$ cat src/rtl/if_fetch_unit.sv
// rtl/if_fetch_unit.sv - instruction-fetch front end feeding the IF/ID pipeline register
//
// Holds the fetch PC and drives a req/ack instruction-memory port.
// Applies branch redirects and pipeline freeze.
// Presents {PC + PC_STEP, instruction} to IF/ID, or a NOP bubble when no
// valid instruction is available.
//
// Ports:
//   clk, rst                  clock (rising edge), asynchronous active-high reset
//   freeze                    IF/ID will not load this cycle
//   branch_taken, branch_addr redirect request and target from EX
//   imem_req, imem_addr       memory request and word address
//   imem_ack, imem_rdata      memory data valid (may be same cycle as req) and data
//   PC_IF_stage               fetch address + PC_STEP; 0 when !if_valid
//   Instruction_IF            fetched instruction; NOP_INSTR when !if_valid
//   if_valid                  outputs carry a real instruction
module if_fetch_unit #(
    parameter logic [31:0] RESET_PC  = 32'h0000_0000,
    parameter logic [31:0] NOP_INSTR = 32'hE000_0000,
    parameter logic [31:0] PC_STEP   = 32'd4
) (
    input  logic        clk,
    input  logic        rst,
    input  logic        freeze,
    input  logic        branch_taken,
    input  logic [31:0] branch_addr,
    output logic        imem_req,
    output logic [31:0] imem_addr,
    input  logic        imem_ack,
    input  logic [31:0] imem_rdata,
    output logic [31:0] PC_IF_stage,
    output logic [31:0] Instruction_IF,
    output logic        if_valid
);

    // REQ: request outstanding or issuing.
    // HOLD: instruction parked while frozen.
    // SQUASH: draining an access whose data is stale after a redirect.
    typedef enum logic [1:0] {
        S_REQ    = 2'd0,
        S_HOLD   = 2'd1,
        S_SQUASH = 2'd2
    } state_t;

    state_t      state_q, state_d;
    logic [31:0] req_addr_q, req_addr_d;
    logic [31:0] redir_addr_q, redir_addr_d;
    logic [31:0] inst_buf_q, inst_buf_d;
    logic [31:0] next_seq;

    assign next_seq  = req_addr_q + PC_STEP;  // wraps mod 2^32
    assign imem_addr = req_addr_q;

    always_ff @(posedge clk or posedge rst) begin
        if (rst) begin
            state_q      <= S_REQ;
            req_addr_q   <= RESET_PC;
            redir_addr_q <= RESET_PC;
            inst_buf_q   <= NOP_INSTR;
        end else begin
            state_q      <= state_d;
            req_addr_q   <= req_addr_d;
            redir_addr_q <= redir_addr_d;
            inst_buf_q   <= inst_buf_d;
        end
    end

    always_comb begin
        state_d        = state_q;
        req_addr_d     = req_addr_q;
        redir_addr_d   = redir_addr_q;
        inst_buf_d     = inst_buf_q;
        imem_req       = 1'b1;
        if_valid       = 1'b0;
        Instruction_IF = NOP_INSTR;
        PC_IF_stage    = 32'd0;

        case (state_q)
            S_REQ: begin
                if (imem_ack) begin
                    if (branch_taken) begin
                        // Sequential data is on the wrong path; drop it.
                        req_addr_d = branch_addr;
                    end else begin
                        if_valid       = 1'b1;
                        Instruction_IF = imem_rdata;
                        PC_IF_stage    = next_seq;
                        if (freeze) begin
                            inst_buf_d = imem_rdata;
                            state_d    = S_HOLD;
                        end else begin
                            req_addr_d = next_seq;
                        end
                    end
                end else if (branch_taken) begin
                    // Address must stay stable until ack, so park the target.
                    redir_addr_d = branch_addr;
                    state_d      = S_SQUASH;
                end
            end

            S_HOLD: begin
                imem_req = 1'b0;
                if (branch_taken) begin
                    req_addr_d = branch_addr;
                    state_d    = S_REQ;
                end else begin
                    if_valid       = 1'b1;
                    Instruction_IF = inst_buf_q;
                    PC_IF_stage    = next_seq;
                    if (!freeze) begin
                        req_addr_d = next_seq;
                        state_d    = S_REQ;
                    end
                end
            end

            S_SQUASH: begin
                if (branch_taken) begin
                    redir_addr_d = branch_addr;
                end
                if (imem_ack) begin
                    // Newest redirect wins, including one arriving with the ack.
                    req_addr_d = branch_taken ? branch_addr : redir_addr_q;
                    state_d    = S_REQ;
                end
            end

            default: begin
                state_d = S_REQ;
            end
        endcase
    end

endmodule

$ cat config.mk
export PLATFORM = sky130hd
export DESIGN_NAME = if_fetch_unit
export DESIGN_NICKNAME = d
export VERILOG_FILES = /design/src/rtl/if_fetch_unit.sv
export SDC_FILE = /design/constraint.sdc
export NUM_CORES = 1
export LEC_CHECK = 0
export ABC_AREA = 1
export CORE_UTILIZATION = 44
export CTS_CLUSTER_DIAMETER = 80
export DETAILED_ROUTE_END_ITERATION = 12
export PLACE_DENSITY = 0.81
export SLEW_MARGIN = 20
export SYNTH_ARGS = -nofsm -noshare
export SYNTH_HDL_FRONTEND = slang
export SYNTH_SLANG_ARGS = --single-unit
$ cat constraint.sdc
create_clock -name clk -period 3.39 [get_ports clk]
set_input_delay 0.678 -clock clk [delete_from_list [all_inputs] [get_ports clk]]
set_output_delay 0.678 -clock clk [all_outputs]
set_load 0.02 [all_outputs]
# ---- Word-level counts from Yosys, hierarchy flattened
# Cells that the tools add are included.
dict set report classes {
  addsub 1
  muxes 27
  n_bitwise 1
  eq_ne 9
  n_reduce_logical 7
}
# cell count
set op_table {}
lappend op_table {{$mux W32} 11}
lappend op_table {{$pmux W32 S2} 3}
lappend op_table {{$pmux W32 S3} 1}
lappend op_table {{$add A32 B3 Y32 const B} 1}
lappend op_table {{$mux W2} 7}
lappend op_table {{$ne A3 B3 Y1 const B} 4}
lappend op_table {{$ne A2 B2 Y1 const B} 3}
lappend op_table {{$pmux W2 S3} 1}
lappend op_table {{$reduce_and A5 Y1} 1}
lappend op_table {{$reduce_and A4 Y1} 1}
lappend op_table {{$mux W1} 3}
lappend op_table {{$reduce_and A3 Y1} 1}
lappend op_table {{$reduce_bool A3 Y1} 1}
lappend op_table {{$eq A2 B1 Y1 const B} 1}
lappend op_table {{$eq A2 B2 Y1 const B} 1}
lappend op_table {{$logic_not A2 Y1} 1}
lappend op_table {{$pmux W1 S2} 1}
lappend op_table {{$reduce_and A2 Y1} 1}
lappend op_table {{$reduce_bool A2 Y1} 1}
lappend op_table {{$not A1 Y1} 1}
dict set report totals {
  register_bits 98
  wordCells 49
  output_inout_bits 98
  inputBits 69
}

# ---- Longest topological paths before layout
# Gate-level depths: netlist of run 1.
dict set report logic_depth {
  word_depth 5
  ltp_mapped 9
  depth_no_buf 9
}

# ---- Worst setup path before layout of run 1
# OpenSTA, ideal clock, no wires.
dict set report synth_timing {
  path_kind {register -> output}
  startpoint {reg req_addr_q[2] (netlist: imem_addr[2])}
  endpoint {out PC_IF_stage[18]}
  required_ps 2712
  setup_slack_ps 972
  t_arrival_ps 1740
  stages_incl_launch_ff 9
  path_buffers 0
  path_cell_list {dfrtp_1 -> ha_1 -> nand2_1 -> nor2_4 -> nand2_4 -> nor2_4 -> xor2_1 -> nand2_1 -> nor2_1}
}
dict set report synth_via {
  elab_chain_cells 4
}
# element line
set synth_lines {}
lappend synth_lines {{start, declared} 46} ;# logic [31:0] req_addr_q, req_addr_d;
lappend synth_lines {{start signal, assigned} 62} ;# req_addr_q <= req_addr_d;
lappend synth_lines {{$add A32 B3 Y32 (*)} 51} ;# assign next_seq = req_addr_q + PC_STEP;
lappend synth_lines {{$mux W32 (*)} {81, 104}}
lappend synth_lines {{$mux W32} 80} ;# if (imem_ack) begin
lappend synth_lines {{$pmux W32 S2 (*)} 78} ;# case (state_q)
lappend synth_lines {{end, declared} 31} ;# output logic [31:0] PC_IF_stage,
# Mark *: on every way between the ends. The rest lies on a longest branch, timed or not.

# ---- Final worst setup path of run 1
dict set report layout_timing {
  startpoint {in imem_ack}
  endpoint {out Instruction_IF[14]}
}
dict set report layout_via {
  elab_chain_cells 2
}
# element line
set layout_lines {}
lappend layout_lines {{start, declared} 29} ;# input logic imem_ack,
lappend layout_lines {{$mux W32} 80}
lappend layout_lines {{$pmux W32 S2} 78}
lappend layout_lines {{end, declared} 32} ;# output logic [31:0] Instruction_IF,
# No other way between the ends.

==> results of run 1 <==
[routing by layer]
layer  wire length (um)  up-vias  GRT usage  share of wire
met5                  0        -          0              0
met4                545        0      0.112          0.031
met3               1360       38     0.0402          0.076
met2               8080      280      0.385           0.45
met1               7860     2882      0.380           0.44
li1                   -     3087          -              -
[power groups by stage]
stage / sequential (W) / clock (W) / combinational (W)
6_report: 0.00164 / 0.00101 / 0.00155
5_1_grt: 0.00167 / 0.00107 / 0.00170
4_1_cts: 0.00164 / 0.00102 / 0.00154
3_5_place_dp: 0.00166 / 0 / 0.00153
3_3_place_gp: 0.00165 / 0 / 0.00151
2_1_floorplan: 0.00172 / 0 / 0.000817
[area by class of cell]
| class | count | share of cell area |
|---|---|---|
| multi-input combinational | 593 | 0.347 |
| sequential | 98 | 0.300 |
| timing repair buffer | 203 | 0.243 |
| inverter | 107 | 0.0493 |
| clock buffer | 15 | 0.0339 |
| tap | 172 | 0.0262 |
| clock inverter | 1 | 0.00107 |
[cells by family after synthesis]
kind of cell,after synthesis,synth area share
buffers and inverters,148,0.103
DFF,98,0.416
adders and majority gates,1,0.00212
and+or+nand+nor,390,0.277
xor gates and xnor gates,9,0.0134
AOI/OAI and AO/OA,193,0.189
[per-stage QoR]
stage | cells | cell area, um^2 | hold slack [ps] | util
2_1_floorplan | 839 | 5900 | 452 | -
6_report | 1189 | 8200 | 476 | 0.639
4_1_cts | 1189 | 8190 | 476 | 0.639
3_3_place_gp | 1173 | 7900 | 461 | 0.616
3_5_place_dp | 1173 | 7900 | 466 | 0.616
5_1_grt | 1189 | 8200 | 493 | 0.639
[layout by cell type, fill, tap and decap left out, types with 2 or more instances in the layout]
master           Yosys  routed
o2111ai_1            2       2
inv_1               96      95
nand2_1            200     200
clkdlybuf4s50_1      0     163
nor2_4               4       4
a22oi_1              6       6
xor2_1               9       9
clkbuf_16            0       9
a21oi_1             28      28
nand3_1             34      34
clkbuf_8             0       3
dfstp_2              3       3
nor4_1               2       2
a31oi_1              6       6
o21ai_0             89      89
buf_4                7      33
a211oi_1             2       2
nand2_2              3       3
nand2_4              3       3
dlymetal6s2s_1       0       2
nor2_1             120     118
or2_1                2       2
buf_12               0       4
o221ai_1             2       2
dfrtp_1             95      94
inv_2               11      11
clkbuf_1            19       3
o31ai_1             22      22
nand4_1             11      11
nor2_2               9      11
o22ai_1             28      28
o21ai_1              5       5
[tightest hold or removal path, cell delays in order (launching register included)]
cell and delay (ps):
dfstp_2 370, nand2_1 50, o21ai_1 50
[timing repair]
| item | 4_1_cts | 5_1_grt |
|---|---|---|
| endpoints found under the setup margin | 0 | 9 |
| hold endpoints to repair | 0 | 0 |
| resized for setup | 0 | 5 |
| hold buffers | 0 | 0 |
[registers in the layout, summed over array words and instances (netlist names)]
register      cells
imem_addr        32
inst_buf_q       32
redir_addr_q     32
state_q           2
[path summary, 6_finish.rpt]
path	startpoint	endpoint	slack, ps	cells past startpoint
min in group asynchronous	rst	inst_buf_q[0]$_DFFE_PP0P_	750	2
max in group asynchronous	rst	redir_addr_q[31]$_DFFE_PP0P_	1970	3
worst max register to register	state_q[0]$_DFFE_PP0P_	imem_addr[5]$_DFFE_PP0P_	950	9
worst min-delay path	inst_buf_q[31]$_DFFE_PP1P_	inst_buf_q[31]$_DFFE_PP1P_	480	2
worst max-delay path	imem_ack	Instruction_IF[14]	60	9
worst min register to register	inst_buf_q[31]$_DFFE_PP1P_	inst_buf_q[31]$_DFFE_PP1P_	480	2
==> flow_metrics.py, run 1 <==
metrics = {
    "outcome": {
        "status": "complete, no violations",
    },
    "yosys": {
        "synth_area_um2": 5900,
        "synth.area.top_cells": "dfrtp_1 (40%), nand2_1 (13%), nor2_1 (7.6%)",
        "ys_types": 35,
        "ys_warn_count": 0,
        "yosysMostFrequentCell": "nand2_1",
        "synth_commonest_cells": "nand2_1 (200), nor2_1 (120), inv_1 (96)",
        "synth_seq_cells": 98,
        "synth_edf_count": 0,
        "yosysSeqAreaShare": 0.416,
        "async_flop_share": 1.00,
        "yosysTopAreaCellShare": 0.403,
        "syn-num-nets": 909,
        "syn-instance-count": 839,
        "yosysTopAreaCell": "dfrtp_1",
        "synth_ff_type": "dfrtp_1",
        "syn_avg_cell_area_um2": 7.04,
    },
    "placed_design": {
        "portBuffers": 166,
        "dp_slack_ps": 115,
        "hpwl_um": 12800,
        "place_congestion": 0.920,
    },
    "route": {
        "viasPerCell": 5.29,
        "dr.pass1.iters": 5,
        "ant_nets": 0,
        "postRouteWirelength_um": 17900,
        "wl_per_cell_um": 15.0,
        "dr_total_vias": 6287,
        "drc": 0,
        "drtIter0Drc": 637,
    },
    "clocking": {
        "worst_skew_pair.late_latency_ps": 350,
        "cts_root_buf": "clkbuf_16",
        "postCtsSetupBuffers": 0,
        "cts_tree": "yes",
        "clockBufferDepth": 2,
        "clock_sinks": 98,
        "h-tree-depth": 3,
        "clkTransAtPathRegs_ps": 70,
        "numCtsBuffers": 9,
    },
    "floorplanning": {
        "initial_core_util": 0.460,
        "core.rowCount": 41,
        "pin_count": 167,
        "core_um2": 12800,
        "die_h_um": 118,
        "die-area_um2": 13900,
        "chipWidth_um": 118,
    },
    "setup_path": {
        "crit_slowest_cell": "clkdlybuf4s50_1",
        "critical_path_required_ps": 2710,
        "arrival_ps": 2650,
        "cp-end-kind": "output pin",
        "path_cells": "clkdlybuf4s50_1, inv_1, nor2_1, nand2_1, inv_2, buf_12, nand2_1, o21ai_0, clkdlybuf4s50_1",
        "cp_max_fo": 19,
        "startpoint_type": "input port",
        "worst-path-buf-inv": 5,
        "worst_path_largest_cell_delay_ps": 670,
        "crit_family": "buffers and inverters",
        "crit_type": "in -> out",
    },
    "power": {
        "comb_power_share": 0.368,
        "p_clk_frac": 0.241,
        "power.switching_w": 0.00157,
        "power.share.sequential": 0.391,
        "ir_drop_uv": 253,
        "power.density_nw_per_um2": 513,
        "intPower_w": 0.00264,
        "power.leakage_nw": 3.69,
        "netSwitchingFraction": 0.372,
        "fin_total_pwr_w": 0.00420,
    },
    "hold_path": {
        "min_path_type": "reg -> reg",
    },
    "final_layout": {
        "multiInputGateArea_um2": 2850,
        "drive_gt1_frac": 0.0905,
        "insertedDiodeCount": 0,
        "fillers": 1158,
        "fin_nets": 1082,
        "syn2layout_area_growth_pct": 38.9,
        "seq_area_um2": 2460,
    },
    "grt": {
        "antenna_found_initial": 0,
        "grt_overflow_total": 0,
        "grt_max_degree": 74,
        "grt_pass1_vias": 5644,
        "grt_pass1_wl_um": 29000,
        "track_usage": 0.262,
    },
    "sta": {
        "finalSetupTns_ps": 0,
        "slew_viol_final": 0,
        "slew_headroom": 0.589,
        "hold_viol_final": 0,
        "period_share": 0.983,
        "finalSetupViolCount": 0,
        "fmax_mhz": 300,
        "tightest_slew_ps": 617,
        "postLayoutSetupSlackWorst_ps": 57.5,
        "min_period_ps": 3330,
        "fin_skew_ps": 4.57,
    },
    "job": {
        "max_cap_viol_count": 0,
    },
}
No activity file was read; power rests on OpenSTA's default activity.
==> run 2, diff against run 1 <==
Settings changed: CORE_UTILIZATION 44 to 30, PLACE_DENSITY 0.81 to 0.6, REMOVE_ABC_BUFFERS from default to 1.
==> run 2 against run 1 <==
Critical path depth is 2 lower. Power is 1.4% lower. Sequential share of layout area is 0.12 points higher. Combinational power is 3% lower.
==> flow_metrics.py, run 2 (synthesis results as in run 1) <==
metrics = {
    "outcome": {
        "status": "complete, no violations",
    },
    "final_layout": {
        "final_cell_mix": "nand2_1 (200), clkdlybuf4s50_1 (119), nor2_1 (117)",
        "layout_commonest_cell": "nand2_1",
        "stdcell_area_um2": 8170,
        "insertedDiodeCount": 0,
        "syn2layout_area_growth_pct": 38.4,
        "fillers": 2010,
        "fin_nets": 1058,
        "drive_gt1_frac": 0.0715,
    },
    "setup_path": {
        "path_cells": "clkdlybuf4s50_1, inv_1, nor2_1, nor2_2, buf_4, nor2_1, clkdlybuf4s50_1",
        "crit_start": "imem_ack",
        "critical_path_required_ps": 2710,
        "cp_max_fo": 11,
        "arrival_ps": 2560,
        "crit_slowest_cell": "clkdlybuf4s50_1",
        "worst_path_largest_cell_delay_ps": 530,
        "crit_type": "in -> out",
        "worst-path-buf-inv": 4,
        "startpoint_type": "input port",
        "cp-end-kind": "output pin",
        "crit_family": "buffers and inverters",
        "worst_r2r_startpoint": "state_q[0]$_DFFE_PP0P_",
    },
    "grt": {
        "antenna_found_initial": 0,
        "grt_pass1_vias": 5894,
        "track_usage": 0.190,
        "grt_max_degree": 67,
        "grt_pass1_wl_um": 30300,
        "grt_overflow_total": 0,
    },
    "route": {
        "ant_nets": 0,
        "viasPerCell": 4.80,
        "dr_total_vias": 6009,
        "postRouteWirelength_um": 18500,
        "dr.pass1.iters": 8,
        "drc": 0,
        "drtIter0Drc": 327,
        "wl_per_cell_um": 14.7,
    },
    "clocking": {
        "hold_buffers": 0,
        "cts_root_buf": "clkbuf_16",
        "numCtsBuffers": 9,
        "clock_sinks": 98,
        "clockBufferDepth": 2,
        "h-tree-depth": 3,
        "worst_skew_pair.late_latency_ps": 350,
        "clkTransAtPathRegs_ps": 60,
        "cts_tree": "yes",
        "postCtsSetupBuffers": 0,
    },
    "sta": {
        "hold_viol_final": 0,
        "slew_viol_final": 0,
        "tightest_slew_ps": 672,
        "slew_headroom": 0.552,
        "min_period_ps": 3240,
        "fin_skew_ps": 10.6,
        "period_share": 0.956,
        "fmax_mhz": 309,
        "rsz0062_at_grt": "true",
        "finalSetupTns_ps": 0,
        "finalSetupViolCount": 0,
    },
    "hold_path": {
        "min_path_type": "reg -> reg",
        "hold_start": "inst_buf_q[30]$_DFFE_PP1P_",
    },
    "floorplanning": {
        "core_um2": 19000,
        "initial_core_util": 0.310,
        "die_h_um": 142,
        "chipWidth_um": 142,
        "pin_count": 167,
        "core.rowCount": 50,
        "die-area_um2": 20200,
    },
    "placed_design": {
        "place_congestion": 0.873,
        "portBuffers": 166,
        "hpwl_um": 12800,
        "post_dp_cell_area_um2": 7820,
    },
    "power": {
        "power.leakage_nw": 4.18,
        "ir_drop_uv": 259,
        "power.density_nw_per_um2": 507,
    },
    "job": {
        "max_cap_viol_count": 0,
    },
}
## run 2: cell types whose count changed in the layout (fill, tap and decap cells not counted), sizes merged
cell           change
clkdlybuf4s50     -44
inv                +1
clkinvlp           +2
buf               -24
clkbuf             -5
clkinv             +2
dlymetal6s2s      +33
dlygate4sd2       +11
## run 2: path summary, 6_finish.rpt
path,cells past startpoint,slack [ps],end
setup / recovery,7,150,PC_IF_stage[19]
max in group asynchronous,3,1920,imem_addr[4]$_DFFE_PP0P_
min in group asynchronous,2,690,inst_buf_q[20]$_DFFE_PP0P_
hold reg to reg,2,470,inst_buf_q[30]$_DFFE_PP1P_
hold / removal,2,470,inst_buf_q[30]$_DFFE_PP1P_
setup reg to reg,8,1140,imem_addr[5]$_DFFE_PP0P_
## run 2: what timing repair did
action,CTS,global route
gates resized for setup,12,38
gates cloned,0,0
setup endpoints to repair,18,44
## run 2: cell type report
| class | instances | area, um^2 | share of cell area |
|---|---|---|---|
| Timing Repair Buffer | 179 | 1870 | 0.228 |
| Multi-Input combinational cell | 593 | 2850 | 0.348 |
| Tap cell | 260 | 325 | 0.0398 |
| Clock inverter | 6 | 42.5 | 0.00521 |
| Clock buffer | 10 | 229 | 0.0280 |
| Inverter | 107 | 404 | 0.0494 |
| Sequential cell | 98 | 2460 | 0.301 |
## run 2: through the flow
step	setup slack, ps	cells	hold WS, ps	utilization	total power [W]
after floorplan	155	798	455	-	0.00250
after global placement	-245	1237	460	0.411	0.00318
after detailed placement	-264	1237	470	0.411	0.00320
after CTS	0.451	1253	480	0.425	0.00420
after global routing	-20.7	1253	491	0.430	0.00444
final	150	1253	474	0.430	0.00414
## run 2: worst min-delay path, delay by kind of cell (launching register included)
family	cells	cell delay [ps]
AND/OR/NAND/NOR	1	50
flip-flops	1	370
AO/OA/AOI/OAI	1	50
## run 2: routing by layer
metal / vias to the layer above / track usage / wire, um
met4: 0 / 0.0487 / 291
met2: 201 / 0.318 / 8360
met3: 20 / 0.0596 / 1550
met5: - / 0 / 0
li1: 3024 / - / -
met1: 2764 / 0.237 / 8260
## run 2: report_power, final
group          switching, W  internal [W]  leakage [nW]  total [W]
clock network      0.000478      0.000500         0.129   0.000978
logic              0.000890      0.000624          2.88    0.00151
registers          0.000223       0.00143          1.17    0.00165
total               0.00159       0.00255          4.18    0.00414
==> run 3, diff against run 2 <==
Settings changed: GPL_ROUTABILITY_DRIVEN from default to 1, SETUP_SLACK_MARGIN from default to 0.2.
==> run 3 against run 2 <==
First-iteration DRC count is 7.6% lower. Register-to-register slack about the same. Non-clock buffer count stayed put. Via count down 0.20%. Die area is the same.
==> flow_metrics.py, run 3 (synthesis results as in run 1) <==
metrics = {
    "job": {
        "max_cap_viol_count": 0,
    },
    "setup_path": {
        "path_cells": "clkdlybuf4s50_1, inv_1, nor2_2, buf_4, nand2_1, nand2_2, clkdlybuf4s50_1",
        "crit_slowest_cell": "clkdlybuf4s50_1",
        "crit_type": "in -> out",
        "cp-end-kind": "output pin",
        "startpoint_type": "input port",
        "worst_r2r_startpoint": "state_q[0]$_DFFE_PP0P_",
        "critical_path_required_ps": 2710,
        "worst_path_largest_cell_delay_ps": 660,
        "crit_start": "imem_ack",
        "worst-path-buf-inv": 4,
        "cp_max_fo": 3,
        "crit_family": "buffers and inverters",
        "crit_top_cell": "clkdlybuf4s50_1",
        "arrival_ps": 2390,
    },
    "final_layout": {
        "utilization": 0.418,
        "fin_nets": 1058,
        "seq_area_um2": 2460,
        "layout_commonest_cell": "nand2_1",
        "drive_gt1_frac": 0.110,
        "fillers": 2050,
        "multiInputGateArea_um2": 2860,
        "final_cell_mix": "nand2_1 (200), nor2_1 (116), clkdlybuf4s50_1 (104)",
        "syn2layout_area_growth_pct": 34.5,
        "stdcell_area_um2": 7940,
        "insertedDiodeCount": 0,
    },
    "placed_design": {
        "portBuffers": 166,
        "post_dp_cell_area_um2": 7820,
        "hpwl_um": 12800,
        "place_congestion": 0.873,
    },
    "clocking": {
        "cts_tree": "yes",
        "numCtsBuffers": 9,
        "h-tree-depth": 3,
        "postCtsSetupBuffers": 0,
        "worst_skew_pair.late_latency_ps": 350,
        "clockBufferDepth": 2,
        "cts_resized": 55,
        "hold_buffers": 0,
        "clock_sinks": 98,
        "clkTransAtPathRegs_ps": 60,
        "cts_root_buf": "clkbuf_16",
    },
    "power": {
        "power.density_nw_per_um2": 519,
        "power.switching_w": 0.00159,
        "ir_drop_uv": 260,
        "power.leakage_nw": 3.77,
        "netSwitchingFraction": 0.386,
        "p_clk_frac": 0.237,
        "comb_power_share": 0.362,
        "intPower_w": 0.00253,
        "power.share.sequential": 0.401,
    },
    "hold_path": {
        "hold_start": "inst_buf_q[30]$_DFFE_PP1P_",
        "min_path_type": "reg -> reg",
    },
    "sta": {
        "fin_skew_ps": 10.4,
        "fmax_mhz": 326,
        "hold_viol_final": 0,
        "min_period_ps": 3070,
        "period_share": 0.904,
        "slew_viol_final": 0,
        "rsz0062_at_grt": "true",
        "hold-worst-slack_ps": 474,
        "slew_headroom": 0.595,
        "tightest_slew_ps": 608,
        "finalSetupTns_ps": 0,
        "finalSetupViolCount": 0,
    },
    "floorplanning": {
        "chipWidth_um": 142,
        "die-area_um2": 20200,
        "core.rowCount": 50,
        "die_h_um": 142,
        "pin_count": 167,
        "core_um2": 19000,
        "initial_core_util": 0.310,
    },
    "route": {
        "dr_total_vias": 5997,
        "wl_per_cell_um": 14.6,
        "drtIter0Drc": 302,
        "dr.pass1.iters": 5,
        "ant_nets": 0,
        "drc": 0,
        "viasPerCell": 4.79,
        "postRouteWirelength_um": 18300,
    },
    "grt": {
        "track_usage": 0.190,
        "grt_overflow_total": 0,
        "use_met3": 0.0592,
        "antenna_found_initial": 0,
        "top_usage_layer": "met2",
        "grt_pass1_vias": 5896,
        "grt_max_degree": 67,
        "met1_usage": 0.237,
        "gr-usage-met2": 0.318,
        "grt_pass1_wl_um": 30200,
    },
    "outcome": {
        "status": "complete, no violations",
    },
}
## run 3: cell count changes in the layout (fill, tap and decap cells not counted), sizes merged
cell / delta
clkbuf: +36
clkdlybuf4s50: -15
dlymetal6s2s: -25
dlygate4sd2: -1
clkdlybuf4s15: +5
## run 3: metrics by stage
step / setup slack (ps) / std cells / power (W)
5_1_grt: 135 / 1253 / 0.00441
3_3_place_gp: -245 / 1237 / 0.00318
6_report: 324 / 1253 / 0.00412
2_1_floorplan: 155 / 798 / 0.00250
4_1_cts: 86.0 / 1253 / 0.00418
3_5_place_dp: -264 / 1237 / 0.00320
## run 3: routing by layer
layer / wire, um / vias up
li1: - / 3023
met1: 8170 / 2744
met2: 8360 / 213
met3: 1560 / 17
met4: 260 / 0
met5: 0 / -
## run 3: worst reg2reg max path, stage by stage (launching register included)
cell	delay [ps]
dfrtp_1	450
inv_2	90
nand2_4	440
nand2_1	290
inv_1	480
nand3_1	140
o2111ai_1	120
o21ai_0	110
inv_1	60
## run 3: final timing paths
check | end | slack (ps) | cells after the start
worst max-delay path | if_valid | 320 | 7
worst min-delay path | inst_buf_q[30]$_DFFE_PP1P_ | 470 | 2
max in group asynchronous | imem_addr[4]$_DFFE_PP0P_ | 1920 | 3
worst max register to register | imem_addr[5]$_DFFE_PP0P_ | 1150 | 8
worst min register to register | inst_buf_q[30]$_DFFE_PP1P_ | 470 | 2
min in group asynchronous | inst_buf_q[20]$_DFFE_PP0P_ | 690 | 2
## run 3: layout make-up
class | count | share of cell area
Clock inverter | 6 | 0.00536
Clock buffer | 10 | 0.0288
Timing Repair Buffer | 179 | 0.205
Inverter | 107 | 0.0509
Tap cell | 260 | 0.0410
Multi-Input combinational cell | 593 | 0.360
Sequential cell | 98 | 0.310
## run 3: power by group through the flow
stage | Combinational (W) | Clock, W | Sequential, W
detailed placement | 0.00153 | 0 | 0.00167
CTS | 0.00151 | 0.00102 | 0.00165
floorplan | 0.000779 | 0 | 0.00172
global placement | 0.00152 | 0 | 0.00166
finish | 0.00149 | 0.000977 | 0.00165
global route | 0.00167 | 0.00106 | 0.00169
